[src/rtl/fixed_to_float.sv]
// Iterative unsigned fixed-point to IEEE-754 single converter.
// Normalises one bit per cycle until the leading one sits at work bit 23, then packs.
module fixed_to_float #(
    parameter int IN_W      = 31,
    parameter int FRAC_BITS = 23
) (
    input  logic            clk,
    input  logic            reset,
    input  logic            start,
    input  logic [IN_W-1:0] fixed_in,
    output logic [31:0]     float_out,
    output logic            complete
);

    typedef enum logic [2:0] {
        S_IDLE,
        S_CHECK,
        S_SHIFT_RIGHT,
        S_SHIFT_LEFT,
        S_PACK,
        S_DONE
    } state_t;

    localparam logic [8:0]      EXP_INIT = 9'(150 - FRAC_BITS);
    // Bits above the hidden-one position; empty when IN_W is exactly 24.
    localparam logic [IN_W-1:0] LOW_MASK = IN_W'((64'd1 << 24) - 64'd1);
    localparam logic [IN_W-1:0] HI_MASK  = ~LOW_MASK;

    state_t          state_q, state_d;
    logic [IN_W-1:0] work_q, work_d;
    logic [8:0]      exp_q, exp_d;
    logic [31:0]     float_q, float_d;
    logic            complete_q, complete_d;

    logic [IN_W-1:0] work_shr, work_shl;
    logic            hi_now, hi_shr;
    logic            unused_exp_msb;

    assign work_shr       = work_q >> 1;
    assign work_shl       = work_q << 1;
    assign hi_now         = |(work_q & HI_MASK);
    assign hi_shr         = |(work_shr & HI_MASK);
    assign unused_exp_msb = exp_q[8];

    assign float_out = float_q;
    assign complete  = complete_q;

    always_ff @(posedge clk) begin
        if (reset) begin
            state_q    <= S_IDLE;
            work_q     <= '0;
            exp_q      <= '0;
            float_q    <= '0;
            complete_q <= 1'b0;
        end else begin
            state_q    <= state_d;
            work_q     <= work_d;
            exp_q      <= exp_d;
            float_q    <= float_d;
            complete_q <= complete_d;
        end
    end

    always_comb begin
        state_d = state_q;
        case (state_q)
            S_IDLE: begin
                if (start) state_d = S_CHECK;
            end
            S_CHECK: begin
                if (work_q == '0)     state_d = S_DONE;
                else if (hi_now)      state_d = S_SHIFT_RIGHT;
                else if (!work_q[23]) state_d = S_SHIFT_LEFT;
                else                  state_d = S_PACK;
            end
            S_SHIFT_RIGHT: begin
                if (!hi_shr) state_d = S_PACK;
            end
            S_SHIFT_LEFT: begin
                if (work_shl[23]) state_d = S_PACK;
            end
            S_PACK:  state_d = S_DONE;
            S_DONE:  state_d = S_IDLE;
            default: state_d = S_IDLE;
        endcase
    end

    always_comb begin
        work_d     = work_q;
        exp_d      = exp_q;
        float_d    = float_q;
        complete_d = complete_q;
        case (state_q)
            S_IDLE: begin
                complete_d = 1'b0;
                if (start) begin
                    work_d = fixed_in;
                    exp_d  = EXP_INIT;
                end
            end
            S_CHECK: begin
                if (work_q == '0) float_d = '0;
            end
            // Bits shifted out on the right are dropped: round toward zero.
            S_SHIFT_RIGHT: begin
                work_d = work_shr;
                exp_d  = exp_q + 9'd1;
            end
            S_SHIFT_LEFT: begin
                work_d = work_shl;
                exp_d  = exp_q - 9'd1;
            end
            S_PACK: begin
                float_d = {1'b0, exp_q[7:0], work_q[22:0]};
            end
            S_DONE: begin
                complete_d = 1'b1;
            end
            default: begin
                complete_d = 1'b0;
            end
        endcase
    end

endmodule

[config.mk]
export PLATFORM = sky130hd
export DESIGN_NAME = fixed_to_float
export DESIGN_NICKNAME = d
export VERILOG_FILES = /design/src/rtl/fixed_to_float.sv
export SDC_FILE = /design/constraint.sdc
export NUM_CORES = 1
export LEC_CHECK = 0
export ABC_CLOCK_PERIOD_IN_PS = 2700
export BUFFER_PORTS_ARGS = -buffer_cell sky130_fd_sc_hd__clkbuf_2
export CORE_ASPECT_RATIO = 0.9
export CORE_MARGIN = 1
export CORE_UTILIZATION = 35
export CTS_BUF_LIST = sky130_fd_sc_hd__clkbuf_16
export DETAILED_ROUTE_END_ITERATION = 12
export GPL_TIMING_DRIVEN = 0
export MAX_ROUTING_LAYER = met4
export PLACE_DENSITY = 0.61
export SYNTH_ARGS = -nofsm -noshare
export SYNTH_HDL_FRONTEND = slang
export SYNTH_SLANG_ARGS = --single-unit
[constraint.sdc]
create_clock -name clk -period 2.7 [get_ports clk]
set_clock_uncertainty 0.2 [all_clocks]
set_input_delay 0.54 -clock clk [delete_from_list [all_inputs] [get_ports clk]]
set_output_delay 0.54 -clock clk [all_outputs]
set_load 0.03 [all_outputs]
==> flow_summary.yaml <==
outcome:
  run_status: "completed"
routing:
  via_count: 3125
  drt-pass1-iter-count: 4
  avgViaCountPerCell: 5.23
  drt_iter0_markers: 133
  ant_nets: 0
  detail_route.drc_violations: 0
  wirelength_mm: 8.98
  detail_route.wl_per_cell_um: 15.0
worst_hold_path:
  hold_path_class: "in -> reg"
synth:
  top_flip_flop_cell_by_instance_count_after_synthesis: "sky130_fd_sc_hd__dfxtp_1"
  fraction_of_post_synthesis_cell_area_in_the_top_cell_type_by_area_pct: 42.1
  synth_area_mm2: 0.00352
  synthTopCellsByCount: "sky130_fd_sc_hd__nor2_1, sky130_fd_sc_hd__dfxtp_1, sky130_fd_sc_hd__a21oi_1"
  synth.net_count: 434
  yosysSeqAreaShare_pct: 42.1
  post_synth_edffs: 0
  synthMostInstantiatedCell: "sky130_fd_sc_hd__nor2_1"
  synth.yosys.warnings: 0
  flip_flop_and_latch_count_after_synthesis: 74
  synth_cells: 393
  ys_types: 44
  ys_async_sr_fraction_pct: 0
  syn_area_per_cell_um2: 8.95
  netlist_top_cells_area: "sky130_fd_sc_hd__dfxtp_1, sky130_fd_sc_hd__mux2i_1, sky130_fd_sc_hd__nor2_1"
  synth_top_cell_by_area: "sky130_fd_sc_hd__dfxtp_1"
worst_setup_path:
  critPathRequiredTime_ns: 2.70
  critical_path_arrival_ns: 2.43
  longest_individual_stage_delay_on_the_worst_path_ns: 0.32
  path_common_cell: "sky130_fd_sc_hd__a21o_1"
  criticalPathCategory: "reg -> reg"
  timing.critical_path.cells: "buf_2 > inv_2 > nor2_4 > ha_1 > a21o_1 > a21o_1 > a21oi_1 > mux2i_1 > nor4_1"
  crit_path_top_delay_cell: "sky130_fd_sc_hd__ha_1"
  critPathLaunchType: "flip-flop"
  setup.worst_path.end_class: "flip-flop"
  crit_path_max_fanout: 10
grt:
  gr-total-overflow: 0
  antenna_violations_before_repair: 0
  track_usage_pct: 18.6
  grt_first_pass_wirelength_mm: 14.7
  grt_start_max_net_pins: 13
  via_count_of_the_first_global_routing_pass: 2945
finish:
  areaGrowthSynthToFinish_pct: 22.0
  post_route_cells_drive_above_1_share_pct: 22.9
  fin_nets: 510
  antennaDiodeCount: 0
die:
  die_h_um: 97.1
  floorplan.io_pins: 67
  floorplan.die_area_mm2: 0.0105
  core_area_mm2: 0.00970
  die_w_um: 108
  floorplan.initialDensity_pct: 36.3
  rows: 34
place:
  io_buffer_count: 65
  post-dp-hpwl_mm: 6.45
  gpl.final_weighted_congestion: 0.855
sta:
  fmax_mhz: 411
  timing.max_slew.rel_slack_pct: 62.5
  tightest_slew_ns: 0.562
  slew_violations: 0
  fin_setup_tns_ns: 0
  final.period_utilization_pct: 90.2
  finalHoldViolCount: 0
  period_minus_slack_ns: 2.43
  final.hold.worst_slack_ns: 0.250
  grt_setup_unrepaired: "no"
  setup_viol: 0
power:
  total_power_density_per_cell_area_mw_per_mm2: 1080
  post-layout-total-power_mw: 4.63
  leak_nw: 1.80
  worst_ir_drop_on_vdd_mv: 0.416
clocking:
  path_clk_slew_ns: 0.06
  htree_num_levels: 3
  tritoncts.num_buffers: 9
  cts.path.max_buffers: 2
  clock_latency_ns: 0.33
  clockRootBuffer: "sky130_fd_sc_hd__clkbuf_16"
  cts_tree: "built"
  clock_sink_count: 74
flow_run:
  maxCapViolations: 0
==> state kept, by name (all words and copies together), names as in the netlist <==
name and flops:
state_q 3, exp_q 8, complete 1, float_out 31, work_q 31
==> cell type report <==
type	count	area [um2]
Fill cell	981	5410
Multi-Input combinational cell	285	1870
Sequential cell	74	1480
Timing Repair Buffer	65	325
Clock buffer	9	225
Buffer	32	166
Tap cell	126	158
Clock inverter	5	56.3
Inverter	2	7.51
==> metal layers <==
layer,track usage [%],share of wire (%)
met3,5.50,5.1
met5,-,0
met2,26.7,43
met1,25.7,51
met4,4.21,0.50
==> logic make-up after synthesis <==
family / after synthesis / share of synthesized area (%)
flip-flops: 74 / 42.1
buffers and inverters: 34 / 4.91
other: 1 / 0.107
multiplexers: 30 / 8.54
XOR/XNOR: 4 / 0.996
adder cells (fa/ha/maj): 7 / 2.70
AO/OA/AOI/OAI: 123 / 25.0
AND/OR/NAND/NOR: 120 / 15.7
==> through the flow <==
step	cell area [um2]	utilization [%]	setup WS, ns	instances
5_1_grt	4290	44.2	0.116	598
6_report	4290	44.2	0.265	598
2_1_floorplan	3520	-	0.285	393
4_1_cts	4280	44.2	0.0599	598
3_3_place_gp	4000	41.2	-0.0413	584
3_5_place_dp	4000	41.2	-0.0963	584
==> layout by cell type (no fill, tap or decap), types with 2 or more instances in the layout <==
cell	count
sky130_fd_sc_hd__clkbuf_2	66
sky130_fd_sc_hd__buf_2	15
sky130_fd_sc_hd__a21oi_1	36
sky130_fd_sc_hd__a211oi_1	33
sky130_fd_sc_hd__ha_1	6
sky130_fd_sc_hd__nor4_1	7
sky130_fd_sc_hd__nor2_2	3
sky130_fd_sc_hd__a311oi_1	2
sky130_fd_sc_hd__nor3_1	4
sky130_fd_sc_hd__o211ai_1	2
sky130_fd_sc_hd__nand3_1	6
sky130_fd_sc_hd__or3_1	3
sky130_fd_sc_hd__nand2_1	7
sky130_fd_sc_hd__and3_1	2
sky130_fd_sc_hd__o21ai_1	2
sky130_fd_sc_hd__buf_6	3
sky130_fd_sc_hd__nand2b_1	4
sky130_fd_sc_hd__o21ai_0	5
sky130_fd_sc_hd__dfxtp_1	74
sky130_fd_sc_hd__a22o_1	31
sky130_fd_sc_hd__xnor2_1	3
sky130_fd_sc_hd__clkinv_2	2
sky130_fd_sc_hd__clkbuf_1	12
sky130_fd_sc_hd__nor2_1	76
sky130_fd_sc_hd__nor2b_1	2
sky130_fd_sc_hd__a21o_1	4
sky130_fd_sc_hd__clkbuf_16	9
sky130_fd_sc_hd__mux2i_1	30
==> worst max-delay path, delay by kind of cell, from the launching register on <==
| family | cells | cell delay [ns] |
|---|---|---|
| mux | 1 | 0.21 |
| fa+ha+maj | 1 | 0.32 |
| simple gates | 2 | 0.30 |
| flops | 1 | 0.30 |
| compound gates | 3 | 0.58 |
| buf+inv | 2 | 0.39 |
==> power by group <==
| part | switching (mW) | internal, mW |
|---|---|---|
| logic | 1.10 | 0.709 |
| registers | 0.310 | 1.35 |
| clock network | 0.457 | 0.705 |
| total | 1.87 | 2.76 |
==> path summary, 6_finish.rpt <==
check | startpoint | endpoint | slack, ns | cells after the start
worst max register to register | state_q[0] | exp_q[6] | 0.27 | 9
worst max-delay path | state_q[0] | exp_q[6] | 0.27 | 9
worst min register to register | float_out[25] | float_out[25] | 0.28 | 1
worst min-delay path | fixed_in[30] | work_q[30] | 0.25 | 3
==> repair_timing <==
| item | 4_1_cts | 5_1_grt |
|---|---|---|
| hold endpoints to repair | 0 | 0 |
| resized for setup | 1 | 3 |
| hold buffers | 0 | 0 |
| buffers inserted | 0 | 0 |
| endpoints found under the setup margin | 1 | 1 |
(Power assumes the default switching activity.)
